--- src/rtl/mem_access_stage.sv ---
// RV32I memory stage: drives the data bus for loads and stores, aligns store data, extends load
// data and owns the MEM/WB register, inserting bubbles while an access is outstanding.
module mem_access_stage #(
  parameter int unsigned TIMEOUT = 255
) (
  input  logic        clk,
  input  logic        rst_n,
  input  logic        regWrtm,
  input  logic        memWrtm,
  input  logic        readm,
  input  logic [1:0]  rsltSrcm,
  input  logic [2:0]  funct3m,
  input  logic [31:0] aluRsltm,
  input  logic [31:0] wrtDm,
  input  logic [31:0] pc4m,
  input  logic [31:0] ujWrtBckm,
  input  logic [4:0]  rdm,
  output logic        dReq,
  output logic        dWe,
  output logic [31:0] dAddr,
  output logic [31:0] dWData,
  output logic [3:0]  dBe,
  input  logic        dGnt,
  input  logic        dRValid,
  input  logic [31:0] dRData,
  input  logic        dErr,
  output logic        stallm,
  output logic        excMisalign,
  output logic        excBusErr,
  output logic        regWrtw,
  output logic [1:0]  rsltSrcw,
  output logic [31:0] aluRsltw,
  output logic [31:0] readDw,
  output logic [31:0] pc4w,
  output logic [31:0] ujWrtBckw,
  output logic [4:0]  rdw
);

  typedef enum logic [1:0] {StIdle, StReq, StResp} state_e;

  state_e      state_q, state_d;
  logic [31:0] cnt_q, cnt_d;
  logic [1:0]  off_q;
  logic [2:0]  f3_q;

  logic        access, misaligned, mis_evt;
  logic        req, stall, load_gnt, bus_err, wb_bubble;
  logic [3:0]  be;
  logic [31:0] wdata, load_data;
  logic [7:0]  ld_byte;
  logic [15:0] ld_half;

  assign access  = readm | memWrtm;
  assign mis_evt = (state_q == StIdle) & access & misaligned;

  always_comb begin
    case (funct3m[1:0])
      2'b01:   misaligned = aluRsltm[0];
      2'b10:   misaligned = |aluRsltm[1:0];
      default: misaligned = 1'b0;
    endcase
  end

  always_comb begin
    state_d  = state_q;
    cnt_d    = cnt_q;
    req      = 1'b0;
    stall    = 1'b0;
    load_gnt = 1'b0;
    bus_err  = 1'b0;
    unique case (state_q)
      StIdle, StReq: begin
        req = (state_q == StReq) | (access & ~misaligned);
        if (req) begin
          if (dGnt && memWrtm) begin
            state_d = StIdle;
            bus_err = dErr;
          end else if (dGnt) begin
            state_d  = StResp;
            cnt_d    = '0;
            load_gnt = 1'b1;
            stall    = 1'b1;
          end else begin
            state_d = StReq;
            stall   = 1'b1;
          end
        end
      end
      StResp: begin
        if (dRValid) begin
          state_d = StIdle;
          bus_err = dErr;
          cnt_d   = '0;
        end else if (TIMEOUT != 0 && cnt_q == 32'(TIMEOUT - 1)) begin
          // Watchdog abort: release the pipeline with a bubble instead of the load.
          state_d = StIdle;
          bus_err = 1'b1;
          cnt_d   = '0;
        end else begin
          stall = 1'b1;
          cnt_d = cnt_q + 32'd1;
        end
      end
      default: state_d = StIdle;
    endcase
  end

  always_comb begin
    case (funct3m[1:0])
      2'b00: begin
        be    = 4'b0001 << aluRsltm[1:0];
        wdata = {4{wrtDm[7:0]}};
      end
      2'b01: begin
        be    = aluRsltm[1] ? 4'b1100 : 4'b0011;
        wdata = {2{wrtDm[15:0]}};
      end
      default: begin
        be    = 4'b1111;
        wdata = wrtDm;
      end
    endcase
  end

  always_comb begin
    ld_byte = dRData[8*off_q +: 8];
    ld_half = off_q[1] ? dRData[31:16] : dRData[15:0];
    case (f3_q)
      3'b000:  load_data = {{24{ld_byte[7]}}, ld_byte};
      3'b001:  load_data = {{16{ld_half[15]}}, ld_half};
      3'b100:  load_data = {24'd0, ld_byte};
      3'b101:  load_data = {16'd0, ld_half};
      default: load_data = dRData;
    endcase
  end

  // Bus and stall are gated by rst_n so they drop the instant reset asserts.
  assign dReq      = rst_n & req;
  assign stallm    = rst_n & stall;
  assign dWe       = dReq & memWrtm;
  assign dAddr     = dReq ? {aluRsltm[31:2], 2'b00} : '0;
  assign dWData    = dReq ? wdata : '0;
  assign dBe       = dReq ? be : '0;
  assign wb_bubble = stall | mis_evt | bus_err;

  always_ff @(posedge clk or negedge rst_n) begin
    if (!rst_n) begin
      state_q <= StIdle;
      cnt_q   <= '0;
      off_q   <= '0;
      f3_q    <= '0;
    end else begin
      state_q <= state_d;
      cnt_q   <= cnt_d;
      if (load_gnt) begin
        off_q <= aluRsltm[1:0];
        f3_q  <= funct3m;
      end
    end
  end

  always_ff @(posedge clk or negedge rst_n) begin
    if (!rst_n) begin
      excMisalign <= 1'b0;
      excBusErr   <= 1'b0;
      regWrtw     <= 1'b0;
      rsltSrcw    <= '0;
      aluRsltw    <= '0;
      readDw      <= '0;
      pc4w        <= '0;
      ujWrtBckw   <= '0;
      rdw         <= '0;
    end else begin
      excMisalign <= mis_evt;
      excBusErr   <= bus_err;
      if (wb_bubble) begin
        regWrtw <= 1'b0;
        rdw     <= '0;
      end else begin
        regWrtw   <= regWrtm;
        rsltSrcw  <= rsltSrcm;
        aluRsltw  <= aluRsltm;
        readDw    <= load_data;
        pc4w      <= pc4m;
        ujWrtBckw <= ujWrtBckm;
        rdw       <= rdm;
      end
    end
  end

endmodule

--- config.mk ---
export PLATFORM = sky130hd
export DESIGN_NAME = mem_access_stage
export DESIGN_NICKNAME = d
export VERILOG_FILES = /design/src/rtl/mem_access_stage.sv
export SDC_FILE = /design/constraint.sdc
export NUM_CORES = 1
export LEC_CHECK = 0
export ABC_AREA = 1
export CORE_MARGIN = 3
export CORE_UTILIZATION = 49
export DETAILED_ROUTE_END_ITERATION = 16
export PLACE_DENSITY = 0.87
export RECOVER_POWER = 25
export SLEW_MARGIN = 20
export SYNTH_ARGS = -nofsm -noshare
export SYNTH_HDL_FRONTEND = slang
export SYNTH_SLANG_ARGS = --single-unit
--- constraint.sdc ---
create_clock -name clk -period 4.05 [get_ports clk]
set_clock_uncertainty 0.1 [all_clocks]
set_input_delay 0.81 -clock clk [delete_from_list [all_inputs] [get_ports clk]]
set_output_delay 0.81 -clock clk [all_outputs]
set_load 0.01 [all_outputs]
==> run summary, run 1 <==
Total GRT Usage: 0.3111
Avg Cell Area, Syn: 7.188 um^2
post-CTS setup buffers: 0
I/O pin count: 387
total grt overflow: 0
Final GP Congestion: 0.9654
share of post-route cells with drive strength above 1: 0.05116
clk buf depth: 2
Worst path max stage delay: 0.58 ns
period utilization: 0.9622
max cap viols: 1
initial antenna violation count: 0
CP bufs+invs: 5
synthesis-to-layout area growth: 44.91%
number of buffers created by CTS: 17
CTS root buf: clkbuf_16
DPL Wire Length: 27190 um
antenna viol nets, final: 0
critical path capture point type: primary output
H-tree level count: 4
CP Max Fanout: 10
setup_tns: 0 ns
Fin. Hold Viols: 0
Reg area: 4429 um^2
drt pass-1 iters: 6
Filler cells: 1507
most frequent cells in the layout: 414 x nand2_1, 329 x clkdlybuf4s50_1, 250 x inv_1
Power Dens Cells: 487.8 nW/um^2
Seq/Total Area, Yosys: 0.4220
die width: 152.4 um
Via density: 5.224
cell at the slowest stage of the critical path: clkdlybuf4s50_1
Worst Setup Start Kind: input pin
reg2reg path depth: 6
Die ar.: 23210 um^2
Max VDD drop: 244.3 uV
CP delay by family, top: buffers and inverters
via count of the first global-routing pass: 10691
Finished Core Util: 0.7374
commonest non-fill, non-tap cell in the layout: nand2_1
WHS Path Cells: 2
Crit path depth: 12
Pins Over Slew Limit: 178
HP Class: reg2reg
core area: 20620 um^2
CP cell instances: clkdlybuf4s50_1, inv_1, ha_1, inv_1, o21ai_1, nand4_1, nand2_1, nor2_2, buf_6, nand2_1, a21oi_1, clkdlybuf4s50_1
area of the multi-input gates: 4748 um^2
CTS tree: done
top cell type's share of synthesized area: 0.4220
nets: 1988
CP Class: in2out
Worst Path Arrival: 2.99 ns
area leader, netlist: dfrtp_1
Post-Syn Instances: 1460
number of diodes: 0
status: finished, violations left
Final setup viols: 0
Rel. slew slack: -0.6821
Reg clk slew, reported paths: 0.07 ns
DRT iter0 DRCs: 732
global-route wire length before repair: 58380 um
RSZ-0062 raised after global routing: no
Tightest Pin Transition: 2.523 ns
die height: 152.4 um
leakage dissipation: 8.462 nW
clk_lat worst skew: 0.43 ns
library cells used by synthesis: 30
flops & latches, synth: 177
Core Rows: 52
mapped cell area: 10500 um^2
CTS sink count: 177
via count: 10908
DRC violations left: 0
post-layout min period: 3.897 ns
required time of the critical path: 3.14 ns
DR WL/cell: 17.74 um
violated checks: max-capacitance violations, max-slew violations
total wire length: 37050 um
Starting Density: 0.5089
Synth area leaders: dfrtp_1 42%, nand2_1 15%, inv_1 8.9%, o21bai_1 7.2%, nor2_1 6.0%
largest net degree at the start of global routing: 178
fmax: 0.2566 GHz
Port Buffers: 384
Synth warnings: 0
## timing repair
action | CTS | global route
hold endpoints to repair | 0 | 0
hold buffers | 0 | 0
resized for setup | 0 | 55
endpoints found under the setup margin | 0 | 56
## report_power, final
part / switching [mW] / total, mW / internal (mW)
clock: 0.792 / 1.67 / 0.878
combinational: 1.59 / 3.21 / 1.62
sequential: 0.302 / 2.54 / 2.24
total: 2.69 / 7.42 / 4.73
## tightest hold or removal path, delay by kind of cell, from the launching register on
family / cells / cell delay [ns]
AND/OR/NAND/NOR: 1 / 0.06
AO/OA/AOI/OAI: 1 / 0.08
flip-flops: 1 / 0.38
## metrics by stage
stage | hold WS [ns] | worst slack [ns] | area [um^2] | power [mW] | cells
after floorplan | 0.3672 | 0.8634 | 10500 | 4.081 | 1461
after global placement | 0.4166 | 0.08307 | 14490 | 5.690 | 2056
after detailed placement | 0.4541 | 0.02003 | 14490 | 5.776 | 2056
after CTS | 0.4706 | 0.01574 | 15090 | 7.469 | 2088
after global routing | 0.5171 | 0.008072 | 15210 | 7.835 | 2088
final | 0.4568 | 0.1532 | 15210 | 7.418 | 2088
## synthesized netlist by cell type
cell	number
dfrtp_1	177
nor3b_1	8
nand3_2	2
clkbuf_1	36
nand2_1	415
conb_1	1
o21bai_2	36
nand3b_1	2
xnor2_1	1
xor2_1	7
nand4_1	27
a22oi_1	1
nor2_2	4
inv_2	2
nor3_1	17
buf_4	14
buf_2	18
nor2_1	169
ha_1	5
o21bai_1	101
buf_6	6
nor4_1	1
o21ai_0	43
o211ai_1	9
o22ai_1	1
o31ai_1	7
a21oi_1	43
inv_1	250
nand3_1	48
o21ai_1	9
## cell type report
class | instances | area share
Inverter | 252 | 0.06220
Timing Repair Buffer | 399 | 0.2730
Clock buffer | 17 | 0.02797
Clock inverter | 15 | 0.01119
Multi-Input combinational cell | 958 | 0.3122
Sequential cell | 177 | 0.2912
Tap cell | 270 | 0.02221
## state kept, by name (all words and copies together) (netlist names), 2 cells and up
name       cells
readDw        32
state_q        2
f3_q           3
off_q          2
rdw            5
aluRsltw      32
cnt_q         32
pc4w          32
ujWrtBckw     32
rsltSrcw       2
## cells by family (layout without fill, tap and decap cells)
| group | after synthesis | after routing | synth area share |
|---|---|---|---|
| compound gates | 250 | 250 | 0.1689 |
| xor+xnor | 8 | 8 | 0.006676 |
| fa+ha+maj | 5 | 5 | 0.005961 |
| buf+inv | 326 | 683 | 0.1280 |
| flops | 177 | 177 | 0.4220 |
| other cells | 1 | 2 | 0.0003573 |
| simple gates | 693 | 693 | 0.2680 |
## path summary, 6_finish.rpt
path / startpoint / to / slack [ns]
worst max register to register: off_q[1] / readDw[15] / 1.28
max in group asynchronous: rst_n / ujWrtBckw[4] / 1.13
worst max-delay path: funct3m[0] / dWData[9] / 0.15
worst min-delay path: f3_q[2] / f3_q[2] / 0.46
worst min register to register: f3_q[2] / f3_q[2] / 0.46
min in group asynchronous: rst_n / cnt_q[24] / 1.02
## routing by layer
metal / track usage / routed length [um] / vias to the layer above
met4: 0.1207 / 1441 / 0
met2: 0.5472 / 18620 / 526
met5: 0 / 0 / -
met1: 0.3756 / 14270 / 5102
li1: - / - / 5198
met3: 0.06305 / 2715 / 82
Note: power is estimated with default switching activity, not from simulation.
==> run 2: changes to the inputs <==
--- a/config.mk
+++ b/config.mk
@@ -8,8 +8,9 @@
 export ABC_AREA = 1
 export CORE_MARGIN = 3
 export CORE_UTILIZATION = 49
+export CTS_CLUSTER_SIZE = 30
 export DETAILED_ROUTE_END_ITERATION = 16
-export PLACE_DENSITY = 0.87
+export PLACE_DENSITY = 0.95
 export RECOVER_POWER = 25
 export SLEW_MARGIN = 20
 export SYNTH_ARGS = -nofsm -noshare
==> run summary, run 2 (synthesis gave the netlist of run 1 again) <==
Worst Path Arrival: 3.06 ns (+0.07 ns)
antenna viol nets, final: 0 (unchanged)
CTS tree: done
Core Rows: 52 (unchanged)
Critical R2R Launch: cnt_q[0]
setup ws final: 0.07790 ns (-0.07532 ns)
total wire length: 38380 um (+3.6%)
die height: 152.4 um (unchanged)
synthesis-to-layout area growth: 45.88%
Port Buffers: 384 (unchanged)
CP cell instances: clkdlybuf4s50_1, inv_1, ha_1, inv_1, nand2_1, nand4_1, nand2_1, nor2_2, buf_4, nand2_1, nor2_1, clkdlybuf4s50_1
via count of the first global-routing pass: 11318 (+5.9%)
CTS sink count: 177 (unchanged)
Tightest Pin Transition: 2.475 ns (-0.04814 ns)
CP bufs+invs: 5 (unchanged)
DPL Wire Length: 27470 um (+1.0%)
post-CTS setup buffers: 0 (unchanged)
global-route wire length before repair: 58820 um (+0.76%)
WHS Path Cells: 2 (unchanged)
cell mode on critical path: nand2_1
CP Class: in2out
DRC violations left: 0 (unchanged)
Worst Setup Start Kind: input pin
DP Cell Count: 2066 (+0.49%)
Pins Over Slew Limit: 178 (unchanged)
Final setup viols: 0 (unchanged)
minimum hold slack: 0.4421 ns (-0.01470 ns)
r2r setup slk: 1.10 ns (-0.18 ns)
required time of the critical path: 3.14 ns (about the same)
Starting Density: 0.5089 (unchanged)
dpl ws: -0.009809 ns (-0.02984 ns)
DR WL/cell: 18.28 um (+3.0%)
share of post-route cells with drive strength above 1: 0.05635 (+0.005191)
violated checks: max-capacitance violations, max-slew violations
Reg clk slew, reported paths: 0.07 ns (about the same)
clk buf depth: 2 (unchanged)
number of buffers created by CTS: 17 (unchanged)
HP Start: f3_q[2]
RSZ-0062 raised after global routing: no
Fin. Hold Viols: 0 (unchanged)
drt pass-1 iters: 7 (+1)
die width: 152.4 um (unchanged)
cell at the slowest stage of the critical path: clkdlybuf4s50_1
total grt overflow: 0 (unchanged)
Hold Path End: f3_q[2]
Worst path max stage delay: 0.55 ns (-0.03 ns)
critical path capture point type: primary output
leakage dissipation: 8.586 nW (+1.5%)
core area: 20620 um^2 (unchanged)
fmax: 0.2518 GHz (-1.9%)
final instance area: 15310 um^2 (+0.67%)
post-layout min period: 3.972 ns (+0.07532 ns)
DRT iter0 DRCs: 995 (+36%)
Rel. slew slack: -0.6500 (+0.03209)
CP Max Fanout: 10 (unchanged)
CP delay by family, top: buffers and inverters
Max VDD drop: 251.5 uV (+2.9%)
Total GRT Usage: 0.3127 (+0.001614)
via count: 11309 (+3.7%)
Final Non-Filler Cells: 2100 (+0.57%)
CTS root buf: clkbuf_16
Via density: 5.385 (+3.1%)
clk_lat worst skew: 0.44 ns (about the same)
initial antenna violation count: 2 (+2)
max cap viols: 1 (unchanged)
Power Dens Cells: 487.3 nW/um^2 (about the same)
Filler cells: 1445 (-4.1%)
reg2reg path depth: 13 (+7)
HP Class: reg2reg
status: finished, violations left
Final GP Congestion: 0.9430 (-2.3%)
H-tree level count: 4 (unchanged)
placed inst area: 14590 um^2 (+0.69%)
setup_tns: 0 ns (unchanged)
period utilization: 0.9808 (+0.01860)
most frequent cells in the layout: 414 x nand2_1, 321 x clkdlybuf4s50_1, 250 x inv_1
Die ar.: 23210 um^2 (unchanged)
# hold bufs at CTS: 0 (unchanged)
I/O pin count: 387 (unchanged)
Critical R2R Capture: pc4w[21]
largest net degree at the start of global routing: 178 (unchanged)
nets: 1998 (+0.50%)
commonest non-fill, non-tap cell in the layout: nand2_1
run 2: changes by cell type in the layout (fill, tap and decap cells not counted), moves of 3 or more:
cell	delta
clkdlybuf4s50_1	-8
buf_4	+9
dlymetal6s2s_1	+3
dlygate4sd2_1	+5
run 2: worst max path at each step:
stage | start | endpoint | slack [ns] | cells past startpoint
2_1_floorplan | funct3m[0] | dWData[15] | 0.86 | 7
6_report | funct3m[1] | dWData[25] | 0.08 | 12
4_1_cts | funct3m[1] | dWData[0] | 0.002 | 13
5_1_grt | funct3m[1] | dWData[25] | 0.0007 | 12
3_3_place_gp | funct3m[1] | dAddr[3] | 0.12 | 13
3_5_place_dp | funct3m[1] | dAddr[18] | -0.01 | 13
run 2: timing repair:
action                                  CTS  global route
endpoints found under the setup margin    5            57
resized for setup                         5            58
pin swaps                                 0             0
run 2: cell type report:
class / instances / area [um^2] / area share
Clock buffer: 17 / 425.4 / 0.02779
Clock inverter: 15 / 168.9 / 0.01103
Multi-Input combinational cell: 958 / 4748 / 0.3101
Inverter: 252 / 945.9 / 0.06178
Timing Repair Buffer: 409 / 4249 / 0.2775
Tap cell: 270 / 337.8 / 0.02207
Antenna cell: 2 / 5.005 / 0.0003269
Sequential cell: 177 / 4429 / 0.2893
run 2: per-stage QoR:
step | total power [mW] | utilization
2_1_floorplan | 4.081 | -
3_3_place_gp | 5.693 | 0.7076
3_5_place_dp | 5.815 | 0.7076
4_1_cts | 7.488 | 0.7361
5_1_grt | 7.854 | 0.7423
6_report | 7.461 | 0.7423
run 2: report_power, final:
| group | internal, mW | switching (mW) | leakage, nW |
|---|---|---|---|
| Clock | 0.829 | 0.821 | 0.283 |
| Combinational | 1.64 | 1.63 | 6.07 |
| Sequential | 2.24 | 0.300 | 2.24 |
run 2: worst min-delay path: cells and delay by family, from the launching register on:
kind,cells,cell delay [ns]
simple gates,1,0.06
flops,1,0.38
compound gates,1,0.07
run 2: layer usage:
layer,wire (um),global-route usage
met1,14190,0.3552
met2,19360,0.5578
met3,2806,0.06362
met4,2024,0.1580
met5,0,0
